===== src/rtl/set_assoc_cache.sv =====
`default_nettype none
// ============================================================================
// Module   : set_assoc_cache
// Brief    : N-way set-associative write-back/write-allocate cache with true
//            per-set LRU and a registered writeback/fill miss sequencer.
// Revision : 1.0 - initial release
// ============================================================================
module set_assoc_cache #(
  parameter int ADDRESS_WIDTH = 32,
  parameter int WORD_WIDTH    = 32,
  parameter int LINE_SIZE     = 128,
  parameter int NUM_SETS      = 4,
  parameter int NUM_WAYS      = 2
) (
  input  logic                     clk,
  input  logic                     reset,
  input  logic                     access,
  input  logic [ADDRESS_WIDTH-1:0] address,
  input  logic [WORD_WIDTH-1:0]    data_in,
  input  logic                     op,
  input  logic                     byte_op,
  output logic [WORD_WIDTH-1:0]    data_out,
  output logic                     data_ready,
  output logic                     busy,
  output logic                     mem_enable,
  output logic                     mem_op,
  output logic [ADDRESS_WIDTH-1:0] mem_address,
  output logic [LINE_SIZE-1:0]     mem_data_in,
  input  logic [LINE_SIZE-1:0]     mem_data_out,
  input  logic                     mem_data_ready,
  input  logic                     memory_in_use
);

  localparam int c_offset_w       = $clog2(LINE_SIZE/8);
  localparam int c_bytes_per_word = WORD_WIDTH/8;
  localparam int c_idx_bits       = $clog2(NUM_SETS);
  localparam int c_set_w          = (c_idx_bits > 0) ? c_idx_bits : 1;
  localparam int c_way_w          = (NUM_WAYS > 1) ? $clog2(NUM_WAYS) : 1;
  localparam int c_tag_w          = ADDRESS_WIDTH - c_offset_w - c_idx_bits;

  typedef enum logic [1:0] {
    S_IDLE      = 2'd0,
    S_WRITEBACK = 2'd1,
    S_FILL      = 2'd2,
    S_RESPOND   = 2'd3
  } state_t;

  state_t r_state, w_state_nxt;

  logic [c_tag_w-1:0]   r_tag   [NUM_SETS][NUM_WAYS];
  logic [LINE_SIZE-1:0] r_line  [NUM_SETS][NUM_WAYS];
  logic                 r_valid [NUM_SETS][NUM_WAYS];
  logic                 r_dirty [NUM_SETS][NUM_WAYS];
  logic [c_way_w-1:0]   r_age   [NUM_SETS][NUM_WAYS];

  logic [ADDRESS_WIDTH-1:0] r_addr;
  logic [WORD_WIDTH-1:0]    r_wdata;
  logic                     r_op, r_byte_op;
  logic [c_way_w-1:0]       r_victim;

  logic [WORD_WIDTH-1:0]    r_data_out, w_data_out_nxt;
  logic                     r_data_ready, w_data_ready_nxt;
  logic                     r_busy, w_busy_nxt;
  logic                     r_mem_enable, w_mem_enable_nxt;
  logic                     r_mem_op, w_mem_op_nxt;
  logic [ADDRESS_WIDTH-1:0] r_mem_address, w_mem_address_nxt;
  logic [LINE_SIZE-1:0]     r_mem_data_in, w_mem_data_in_nxt;

  logic [c_set_w-1:0]       w_idx, w_lat_idx;
  logic [c_tag_w-1:0]       w_tag, w_lat_tag;
  logic [ADDRESS_WIDTH-1:0] w_wb_addr, w_line_addr, w_lat_line_addr;
  logic                     w_hit, w_victim_dirty;
  logic [c_way_w-1:0]       w_hit_way, w_victim;

  logic                     w_in_idle, w_hit_evt, w_wb_done, w_fill_done, w_update;
  logic [c_set_w-1:0]       w_acc_set;
  logic [c_way_w-1:0]       w_acc_way;
  logic [LINE_SIZE-1:0]     w_src_line, w_new_line;
  logic [c_offset_w-1:0]    w_src_off;
  logic                     w_src_read, w_src_byte;
  logic [WORD_WIDTH-1:0]    w_src_wdata, w_rdata;

  function automatic logic [WORD_WIDTH-1:0] f_read(input logic [LINE_SIZE-1:0]  line,
                                                   input logic [c_offset_w-1:0] off,
                                                   input logic                  is_byte);
    int wi, bi;
    logic [WORD_WIDTH-1:0] word;
    wi   = int'(off) / c_bytes_per_word;
    bi   = int'(off) % c_bytes_per_word;
    word = line[wi*WORD_WIDTH +: WORD_WIDTH];
    if (is_byte) f_read = WORD_WIDTH'(word[bi*8 +: 8]);
    else         f_read = word;
  endfunction

  function automatic logic [LINE_SIZE-1:0] f_merge(input logic [LINE_SIZE-1:0]  line,
                                                   input logic [c_offset_w-1:0] off,
                                                   input logic                  is_byte,
                                                   input logic [WORD_WIDTH-1:0] wdata);
    int wi, bi;
    logic [LINE_SIZE-1:0] line_n;
    wi     = int'(off) / c_bytes_per_word;
    bi     = int'(off) % c_bytes_per_word;
    line_n = line;
    if (is_byte) line_n[wi*WORD_WIDTH + bi*8 +: 8] = wdata[7:0];
    else         line_n[wi*WORD_WIDTH +: WORD_WIDTH] = wdata;
    f_merge = line_n;
  endfunction

  generate
    if (c_idx_bits > 0) begin : g_idx
      assign w_idx     = address[c_offset_w +: c_idx_bits];
      assign w_lat_idx = r_addr[c_offset_w +: c_idx_bits];
    end else begin : g_no_idx
      assign w_idx     = 1'b0;
      assign w_lat_idx = 1'b0;
    end
  endgenerate

  assign w_tag           = address[ADDRESS_WIDTH-1 -: c_tag_w];
  assign w_lat_tag       = r_addr[ADDRESS_WIDTH-1 -: c_tag_w];
  assign w_line_addr     = {address[ADDRESS_WIDTH-1:c_offset_w], {c_offset_w{1'b0}}};
  assign w_lat_line_addr = {r_addr[ADDRESS_WIDTH-1:c_offset_w], {c_offset_w{1'b0}}};
  assign w_wb_addr       = (ADDRESS_WIDTH'(r_tag[w_idx][w_victim]) << (c_offset_w + c_idx_bits))
                         | (ADDRESS_WIDTH'(w_idx) << c_offset_w);

  // Victim: lowest-numbered invalid way wins over the age-0 (least recent) way.
  always_comb begin
    w_hit     = 1'b0;
    w_hit_way = '0;
    w_victim  = '0;
    for (int w = 0; w < NUM_WAYS; w++) begin
      if (r_valid[w_idx][w] && (r_tag[w_idx][w] == w_tag)) begin
        w_hit     = 1'b1;
        w_hit_way = c_way_w'(w);
      end
    end
    for (int w = NUM_WAYS-1; w >= 0; w--)
      if (r_age[w_idx][w] == '0) w_victim = c_way_w'(w);
    for (int w = NUM_WAYS-1; w >= 0; w--)
      if (!r_valid[w_idx][w]) w_victim = c_way_w'(w);
  end

  assign w_victim_dirty = r_valid[w_idx][w_victim] && r_dirty[w_idx][w_victim];

  // One datapath serves both a hit in IDLE and the line arriving at fill completion.
  assign w_in_idle   = (r_state == S_IDLE);
  assign w_acc_set   = w_in_idle ? w_idx : w_lat_idx;
  assign w_acc_way   = w_in_idle ? w_hit_way : r_victim;
  assign w_src_line  = w_in_idle ? r_line[w_idx][w_hit_way] : mem_data_out;
  assign w_src_off   = w_in_idle ? address[c_offset_w-1:0] : r_addr[c_offset_w-1:0];
  assign w_src_read  = w_in_idle ? op : r_op;
  assign w_src_byte  = w_in_idle ? byte_op : r_byte_op;
  assign w_src_wdata = w_in_idle ? data_in : r_wdata;
  assign w_rdata     = f_read(w_src_line, w_src_off, w_src_byte);
  assign w_new_line  = w_src_read ? w_src_line : f_merge(w_src_line, w_src_off, w_src_byte, w_src_wdata);

  assign w_hit_evt   = w_in_idle && access && w_hit;
  assign w_wb_done   = (r_state == S_WRITEBACK) && r_mem_enable && mem_data_ready;
  assign w_fill_done = (r_state == S_FILL) && r_mem_enable && mem_data_ready;
  assign w_update    = w_hit_evt || w_fill_done;

  always_comb begin
    w_state_nxt       = r_state;
    w_busy_nxt        = r_busy;
    w_data_ready_nxt  = 1'b0;
    w_data_out_nxt    = r_data_out;
    w_mem_enable_nxt  = r_mem_enable;
    w_mem_op_nxt      = r_mem_op;
    w_mem_address_nxt = r_mem_address;
    w_mem_data_in_nxt = r_mem_data_in;
    case (r_state)
      S_IDLE: begin
        if (access) begin
          w_busy_nxt = 1'b1;
          if (w_hit) begin
            w_state_nxt      = S_RESPOND;
            w_data_ready_nxt = 1'b1;
            if (op) w_data_out_nxt = w_rdata;
          end else begin
            w_mem_enable_nxt = !memory_in_use;
            if (w_victim_dirty) begin
              w_state_nxt       = S_WRITEBACK;
              w_mem_op_nxt      = 1'b1;
              w_mem_address_nxt = w_wb_addr;
              w_mem_data_in_nxt = r_line[w_idx][w_victim];
            end else begin
              w_state_nxt       = S_FILL;
              w_mem_op_nxt      = 1'b0;
              w_mem_address_nxt = w_line_addr;
            end
          end
        end
      end
      S_WRITEBACK: begin
        if (w_wb_done) begin
          w_state_nxt       = S_FILL;
          w_mem_op_nxt      = 1'b0;
          w_mem_address_nxt = w_lat_line_addr;
          w_mem_enable_nxt  = !memory_in_use;
        end else if (!r_mem_enable && !memory_in_use) begin
          w_mem_enable_nxt = 1'b1;
        end
      end
      S_FILL: begin
        if (w_fill_done) begin
          w_state_nxt      = S_RESPOND;
          w_mem_enable_nxt = 1'b0;
          w_data_ready_nxt = 1'b1;
          if (r_op) w_data_out_nxt = w_rdata;
        end else if (!r_mem_enable && !memory_in_use) begin
          w_mem_enable_nxt = 1'b1;
        end
      end
      S_RESPOND: begin
        w_state_nxt = S_IDLE;
        w_busy_nxt  = 1'b0;
      end
      default: w_state_nxt = S_IDLE;
    endcase
  end

  always_ff @(posedge clk or negedge reset) begin
    if (!reset) begin
      r_state       <= S_IDLE;
      r_addr        <= '0;
      r_wdata       <= '0;
      r_op          <= 1'b0;
      r_byte_op     <= 1'b0;
      r_victim      <= '0;
      r_data_out    <= '0;
      r_data_ready  <= 1'b0;
      r_busy        <= 1'b0;
      r_mem_enable  <= 1'b0;
      r_mem_op      <= 1'b0;
      r_mem_address <= '0;
      r_mem_data_in <= '0;
    end else begin
      r_state       <= w_state_nxt;
      r_data_out    <= w_data_out_nxt;
      r_data_ready  <= w_data_ready_nxt;
      r_busy        <= w_busy_nxt;
      r_mem_enable  <= w_mem_enable_nxt;
      r_mem_op      <= w_mem_op_nxt;
      r_mem_address <= w_mem_address_nxt;
      r_mem_data_in <= w_mem_data_in_nxt;
      if (w_in_idle && access) begin
        r_addr    <= address;
        r_wdata   <= data_in;
        r_op      <= op;
        r_byte_op <= byte_op;
        r_victim  <= w_victim;
      end
    end
  end

  always_ff @(posedge clk) begin
    if (w_update)    r_line[w_acc_set][w_acc_way] <= w_new_line;
    if (w_fill_done) r_tag[w_lat_idx][r_victim]   <= w_lat_tag;
  end

  always_ff @(posedge clk or negedge reset) begin
    if (!reset) begin
      for (int s = 0; s < NUM_SETS; s++) begin
        for (int w = 0; w < NUM_WAYS; w++) begin
          r_valid[s][w] <= 1'b0;
          r_dirty[s][w] <= 1'b0;
          r_age[s][w]   <= c_way_w'(w);
        end
      end
    end else begin
      if (w_wb_done) r_dirty[w_lat_idx][r_victim] <= 1'b0;
      if (w_update) begin
        r_valid[w_acc_set][w_acc_way] <= 1'b1;
        if (!w_src_read)      r_dirty[w_acc_set][w_acc_way] <= 1'b1;
        else if (w_fill_done) r_dirty[w_acc_set][w_acc_way] <= 1'b0;
        for (int w = 0; w < NUM_WAYS; w++) begin
          if (c_way_w'(w) == w_acc_way)
            r_age[w_acc_set][w] <= c_way_w'(NUM_WAYS-1);
          else if (r_age[w_acc_set][w] > r_age[w_acc_set][w_acc_way])
            r_age[w_acc_set][w] <= r_age[w_acc_set][w] - c_way_w'(1);
        end
      end
    end
  end

  assign data_out    = r_data_out;
  assign data_ready  = r_data_ready;
  assign busy        = r_busy;
  assign mem_enable  = r_mem_enable;
  assign mem_op      = r_mem_op;
  assign mem_address = r_mem_address;
  assign mem_data_in = r_mem_data_in;

endmodule
`default_nettype wire


===== config.mk =====
export PLATFORM = sky130hd
export DESIGN_NAME = set_assoc_cache
export DESIGN_NICKNAME = d
export VERILOG_FILES = /design/src/rtl/set_assoc_cache.sv
export SDC_FILE = /design/constraint.sdc
export NUM_CORES = 2
export LEC_CHECK = 0
export CORE_MARGIN = 3
export CORE_UTILIZATION = 30
export DETAILED_ROUTE_END_ITERATION = 10
export MAX_ROUTING_LAYER = met4
export REMOVE_ABC_BUFFERS = 1
export SLEW_MARGIN = 15
export SYNTH_ARGS = -nofsm -noshare
export SYNTH_HDL_FRONTEND = slang
export SYNTH_SLANG_ARGS = --single-unit

===== constraint.sdc =====
create_clock -name clk -period 13.8 [get_ports clk]
set_input_delay 2.76 -clock clk [delete_from_list [all_inputs] [get_ports clk]]
set_output_delay 2.76 -clock clk [all_outputs]
set_load 0.03 [all_outputs]

-- After elaboration in Yosys (flattened, before gate mapping)
Memories as Yosys holds them, arrays and structs flattened.
Cells that the tools add are included.
Widths: inputs -> output; s select.
- register bits after elaboration: 289
- memory bits (writable): 1232
- input port bits: 199
- output and inout port bits: 196
- word-level logic and storage cells: 233
- memories kept: 2
- memories (memory ; words ; bits a word ; read ports ; clocked after memory_dff ; write ports ; RTL line ; RTL):
    r_line ; 4 ; 256 ; 1 ; 0 ; 1 ; 51 ; logic [LINE_SIZE-1:0] r_line [NUM_SETS][NUM_WAYS];
    r_tag ; 4 ; 52 ; 1 ; 0 ; 1 ; 50 ; logic [c_tag_w-1:0] r_tag [NUM_SETS][NUM_WAYS];
- $add $sub $neg: 5
- $lt $le $gt $ge: 13
- equal/unequal tests: 12
- shifts and indexed selects: 6
- mux-type cells: 113
- bitwise gates (word level): 17
- reductions and logical operators: 28
- operators by type and width (cell ; count):
    $mux 128 ; 10
    $mux 32 ; 11
    $bwmux 128 ; 2
    $mux 256 ; 1
    $demux 128 s1 ; 1
    $pmux 32 s2 ; 2
    $shift 32x33->128 const A ; 1
    $shift 8x33->128 const A ; 1
    $shiftx 128x8->32 ; 1
    $shiftx 32x33->128 ; 1
    $shiftx 8x33->128 ; 1
    $mux 26 ; 4
    $mux 8 ; 9
    $eq 26x26->1 ; 2
    $mux 52 ; 1
    $mux 1 ; 36
    $mux 2 ; 17
    $neg 7->33 ; 1
    $neg 8->33 ; 1
    $or 32x6->32 ; 1
    $or 8x8->8 ; 4
    $shiftx 32x6->8 ; 1
    $demux 26 s1 ; 1
    $and 8x8->8 ; 2
    32 further kinds ; 82

-- Longest topological paths before layout
- depth in word-level cells: 19
- mapped depth: 23
- mapped depth without buffers: 16

-- Worst setup path before layout
Ideal clock, no wire load.
- path type: input-to-reg
- start: input address[5]
- end: memory r_line[1][0] in the netlist's numbering (enable)
- library setup time: 0.618 ns
- arrival: 11.001 ns
- required time: 13.182 ns
- slack: 2.181 ns
- stages: 14
- path buffers: 5
- cells stage by stage: clkbuf_1 -> buf_2 -> mux4_2 -> xnor2_1 -> nand2_1 -> or4_1 -> or4_1 -> clkbuf_1 -> buf_2 -> nor2_1 -> a21oi_1 -> or2_0 -> clkbuf_1 -> nor2_1
- word-level cells in the longest chain between the ends: 13
- elaborated cells on any way between the ends: 24
- those cells by class: order compare (2); eq/ne (2); mux (12); bitwise (2); reduce/logical (5); memory (1)
- RTL lines (what ; RTL line ; RTL):
    from (decl) ; 18 ; input logic [ADDRESS_WIDTH-1:0] address,
    branches (longest 13 deep; another with $mem_v2 4x52) ; n/a ;
    to (decl) ; 51 ;
Parallel ways; which one is timed is not known. The select of a mux whose other input is x is not followed.

-- Worst setup path in the final report
- start: input address[5]
- end: memory r_line[1][2] in the netlist's numbering (enable)
Same word-level chain as after synthesis.

==> results by group <==
Timing
  – Final min period: between 9000 and 10000 ps
  – Worst rel slew slack: a little over a tenth
  – Part of the cycle the worst path needs: about 70%
  – Setup violators final: 0
  – RSZ-0062 raised after global routing: no
  – Final Hold Viols: 0
  – Post-Route Skew: a little over 70 ps
  – Actual slew at the worst max-slew pin: 1302 ps
  – Max-slew violations: 0
  – Max Clk Rate: between 0.1 and 0.15 GHz
  – Fin Hold WS: 468.0 ps

Place
  – Global placer's final weighted congestion: approximately 0.93
  – Placed insts: a little under 8000
  – PortBufs: a little under 400
  – Post-DP HPWL: 157400 µm

Drt
  – Routed vias/inst: 5.616
  – Via count: around 45000
  – Total routed wirelength: roughly 240000 µm
  – Post-route DRC: 0
  – 1st-iter DRT viols: between 7000 and 8000
  – Initial DRT Pass Iterations: 6
  – Antenna viol nets, final: 0
  – Drt wl/cell: approximately 29 µm

Power and ir drop
  – Lkg Pwr: approximately 27 nW
  – Logic gate share of total power: roughly 36%
  – Worst vdd ir: 165.9 µV
  – Cell Int Power: 0.01036 W
  – Pwr per Cell Area: around 210 nW/µm²
  – Tot Pwr: approximately 0.017 W
  – Sw Ratio: between 30% and 40%
  – Net Sw Power: around 0.0067 W
  – Clock power share: between 20% and 30%
  – Seq pwr share: about two fifths

Floorplan
  – Core Area: between 200000 and 250000 µm²
  – Io pins: 395
  – Initial Utilization: a little under a third
  – Die Width: approximately 480 µm
  – Die area: about 230000 µm²
  – Die H: 480.0 µm
  – Rows: 173

Clock tree
  – Number of setup buffers added after CTS: 0
  – Clk sinks: 1517
  – CTS tree: yes
  – # hold bufs at CTS: 0
  – Root Driver: clkbuf_16
  – Clock-pin slew on the worst setup and hold paths: around 60 ps
  – # H-tree levels: 4
  – Worst skew pair latency: approximately 830 ps
  – # resized after CTS: 0
  – Inserted Clock Buffers: 156
  – CTS max path bufs: 3

Global route
  – Initial antenna violation count: 17
  – All-Layer GR Usage: around a fifth
  – Grt total ovfl: 0
  – Vias in the first global route: 43740
  – Largest net degree at the start of global routing: 130
  – First-pass GRT wire length: around 330000 µm

Setup path
  – Req. time, crit path: about 14000 ps
  – End of the worst register-to-register path: r_line[2][157]
  – Startpoint types: primary input
  – Reg-to-reg startpoint: r_state[0]
  – R2R cell count: 13
  – Most Frequent Cell on Critical Path: buf_4
  – Critical path class: in -> reg
  – CP Max Fanout: 109
  – Worst Path Arrival: between 9000 and 10000 ps
  – Internal reg-to-reg setup slack: slightly above 6000 ps
  – Slowest-stage cell, CP: or4_1
  – Slowest cell delay on critical path: a little over 900 ps
  – Worst setup EP type: register
  – CP Cell Sequence: buf_8 -> buf_4 -> buf_4 -> mux4_2 -> xnor2_1 -> nand4_1 -> or4_1 -> or4_4 -> nor2_1 -> a21oi_1 -> or2_0 -> nor2_4 -> buf_12

Synth
  – Top-area cell type share of the netlist area: a little over half
  – Synth warnings: 0
  – Largest cells by area after synthesis: edfxtp_1, mux4_2, dfrtp_1
  – Cells after Synth: between 4000 and 5000
  – Async SR Flop Fraction: between 10% and 20%
  – Post-synth EDFFs: about 1200
  – Mapped cell area: just under 70000 µm²
  – Primary FF master, synth: edfxtp_1
  – Average cell area after synthesis: 14.49 µm²
  – Synth area leader: edfxtp_1
  – Seq/Total Area, Yosys: around two thirds
  – FF+latch count, synth: about 1500
  – Distinct cells, synth: 79

Final layout
  – Fill count: ~21000
  – Post-Layout Cell Count: approximately 8100
  – Final #Nets: around 5200
  – Area of the multi-input gates: about 22000 µm²
  – Share of cells above drive strength 1: between 10% and 20%
  – Area Growth Syn to Fin: 18.89%
  – Reg area: roughly 44000 µm²
  – Core Util, Final: between 30% and 40%

Worst hold path
  – Hold Crit Start: r_valid[6]
  – Hold depth: 1
  – Hold crit path type: reg -> reg
  – Hold Path Sink: r_valid[6]

Job
  – Max-cap check violation count: 0

Run status
  – Status: completed
[critical path, delay by kind of cell]
family	cells	cell delay (ps)
AO/OA/AOI/OAI	1	170
multiplexers	1	450
XOR/XNOR	1	250
AND/OR/NAND/NOR	6	3600
buffers and inverters	4	2330
[cell families after synthesis]
| family | synth area share (%) |
|---|---|
| flip-flops | 65.46 |
| AND/OR/NAND/NOR | 6.806 |
| AO/OA/AOI/OAI | 9.206 |
| multiplexers | 15.35 |
| buffers and inverters | 2.177 |
| XOR/XNOR | 0.7368 |
| adder cells (fa/ha/maj) | 0.2561 |
| other | 0.005563 |
[power groups by stage]
stage,Clock [W],Sequential [W],Combinational [W]
3_5_place_dp,0,0.00659,0.00598
5_1_grt,0.00465,0.00655,0.00644
3_3_place_gp,0,0.00657,0.00589
2_1_floorplan,0,0.00666,0.00345
4_1_cts,0.00446,0.00650,0.00601
6_report,0.00439,0.00651,0.00619
[cell usage after synthesis (9+ instances only)]
cell,instances
o41ai_1,19
a21oi_1,224
nand2b_1,15
a22oi_1,52
o22ai_1,85
o211ai_1,9
buf_2,51
a31o_2,11
buf_4,13
nand4_1,40
or2_2,16
dfrtp_1,281
mux4_2,316
o21ai_0,332
a22o_1,23
nor2_1,306
nor3_1,35
nand3_1,63
a31oi_1,60
mux2_2,97
buf_1,26
o21ai_1,13
a21o_1,14
ha_1,13
edfxtp_1,1232
a221oi_1,14
o221ai_1,17
a21boi_0,17
clkbuf_1,213
inv_1,30
and2_1,16
nand2_1,537
a211oi_1,43
a32oi_1,9
and3_1,14
mux2i_1,211
xnor2_1,49
[state kept, by name (all words and copies together) (netlist names)]
register and flops:
busy 1, data_out 32, data_ready 1, mem_address 28
mem_data_in 128, mem_enable 1, mem_op 1, r_addr 32
r_age 8, r_byte_op 1, r_dirty 8, r_line 1024
r_op 1, r_state 2, r_tag 208, r_valid 8
r_victim 1, r_wdata 32
[area by class of cell]
| cell class | count | area share [%] |
|---|---|---|
| inverter | 34 | 0.1592 |
| clock inverter | 89 | 1.328 |
| timing repair buffer | 479 | 5.848 |
| tap | 2975 | 4.644 |
| multi-input combinational | 2793 | 27.52 |
| sequential | 1517 | 55.06 |
| clock buffer | 203 | 5.400 |
| antenna | 11 | 0.03434 |
[layer usage]
layer	routed length, µm	track usage, %	vias to the layer above
met4	9376	7.338	0
met1	94500	27.63	23360
met2	105800	29.96	2854
li1	-	-	18840
met3	25760	5.060	446
met5	0	-	-
[cells in the final DEF (no fill, tap or decap), types with 15 or more instances in the layout]
cell	n
a211oi_1	43
a21boi_0	17
a21oi_1	224
a22o_1	23
a22oi_1	52
a31oi_1	60
and2_1	16
buf_4	81
clkbuf_1	29
clkbuf_16	162
clkdlybuf4s50_1	387
clkinv_1	19
clkinv_2	31
dfrtp_1	281
edfxtp_1	1232
inv_1	29
mux2_2	97
mux2i_1	209
mux4_2	316
nand2_1	535
nand2b_1	15
nand3_1	62
nand4_1	40
nor2_1	292
nor3_1	30
o21ai_0	332
o221ai_1	17
o22ai_1	85
o41ai_1	19
or2_2	16
xnor2_1	49
[stage by stage]
stage | worst slack [ps] | TNS [ps] | instance area (µm²)
after floorplan | -2569 | -2637870 | 66090
after global placement | 3496 | 0 | 74730
after detailed placement | 3480 | 0 | 74730
after CTS | 4303 | 0 | 80120
after global routing | 4026 | 0 | 80150
final | 4306 | 0 | 80150
[worst max-delay path by stage]
stage | depth (start not counted) | end | startpoint | slack, ps
after floorplan | 7 | r_valid[3] | r_state[0] | -2570
after global placement | 13 | r_line[1][3] | address[5] | 3500
after detailed placement | 13 | r_line[1][3] | address[5] | 3480
after CTS | 13 | r_line[1][117] | address[5] | 4300
after global routing | 13 | r_line[1][6] | address[5] | 4030
final | 13 | r_line[1][2] | address[5] | 4310
No activity file was read; power rests on OpenSTA's default activity.
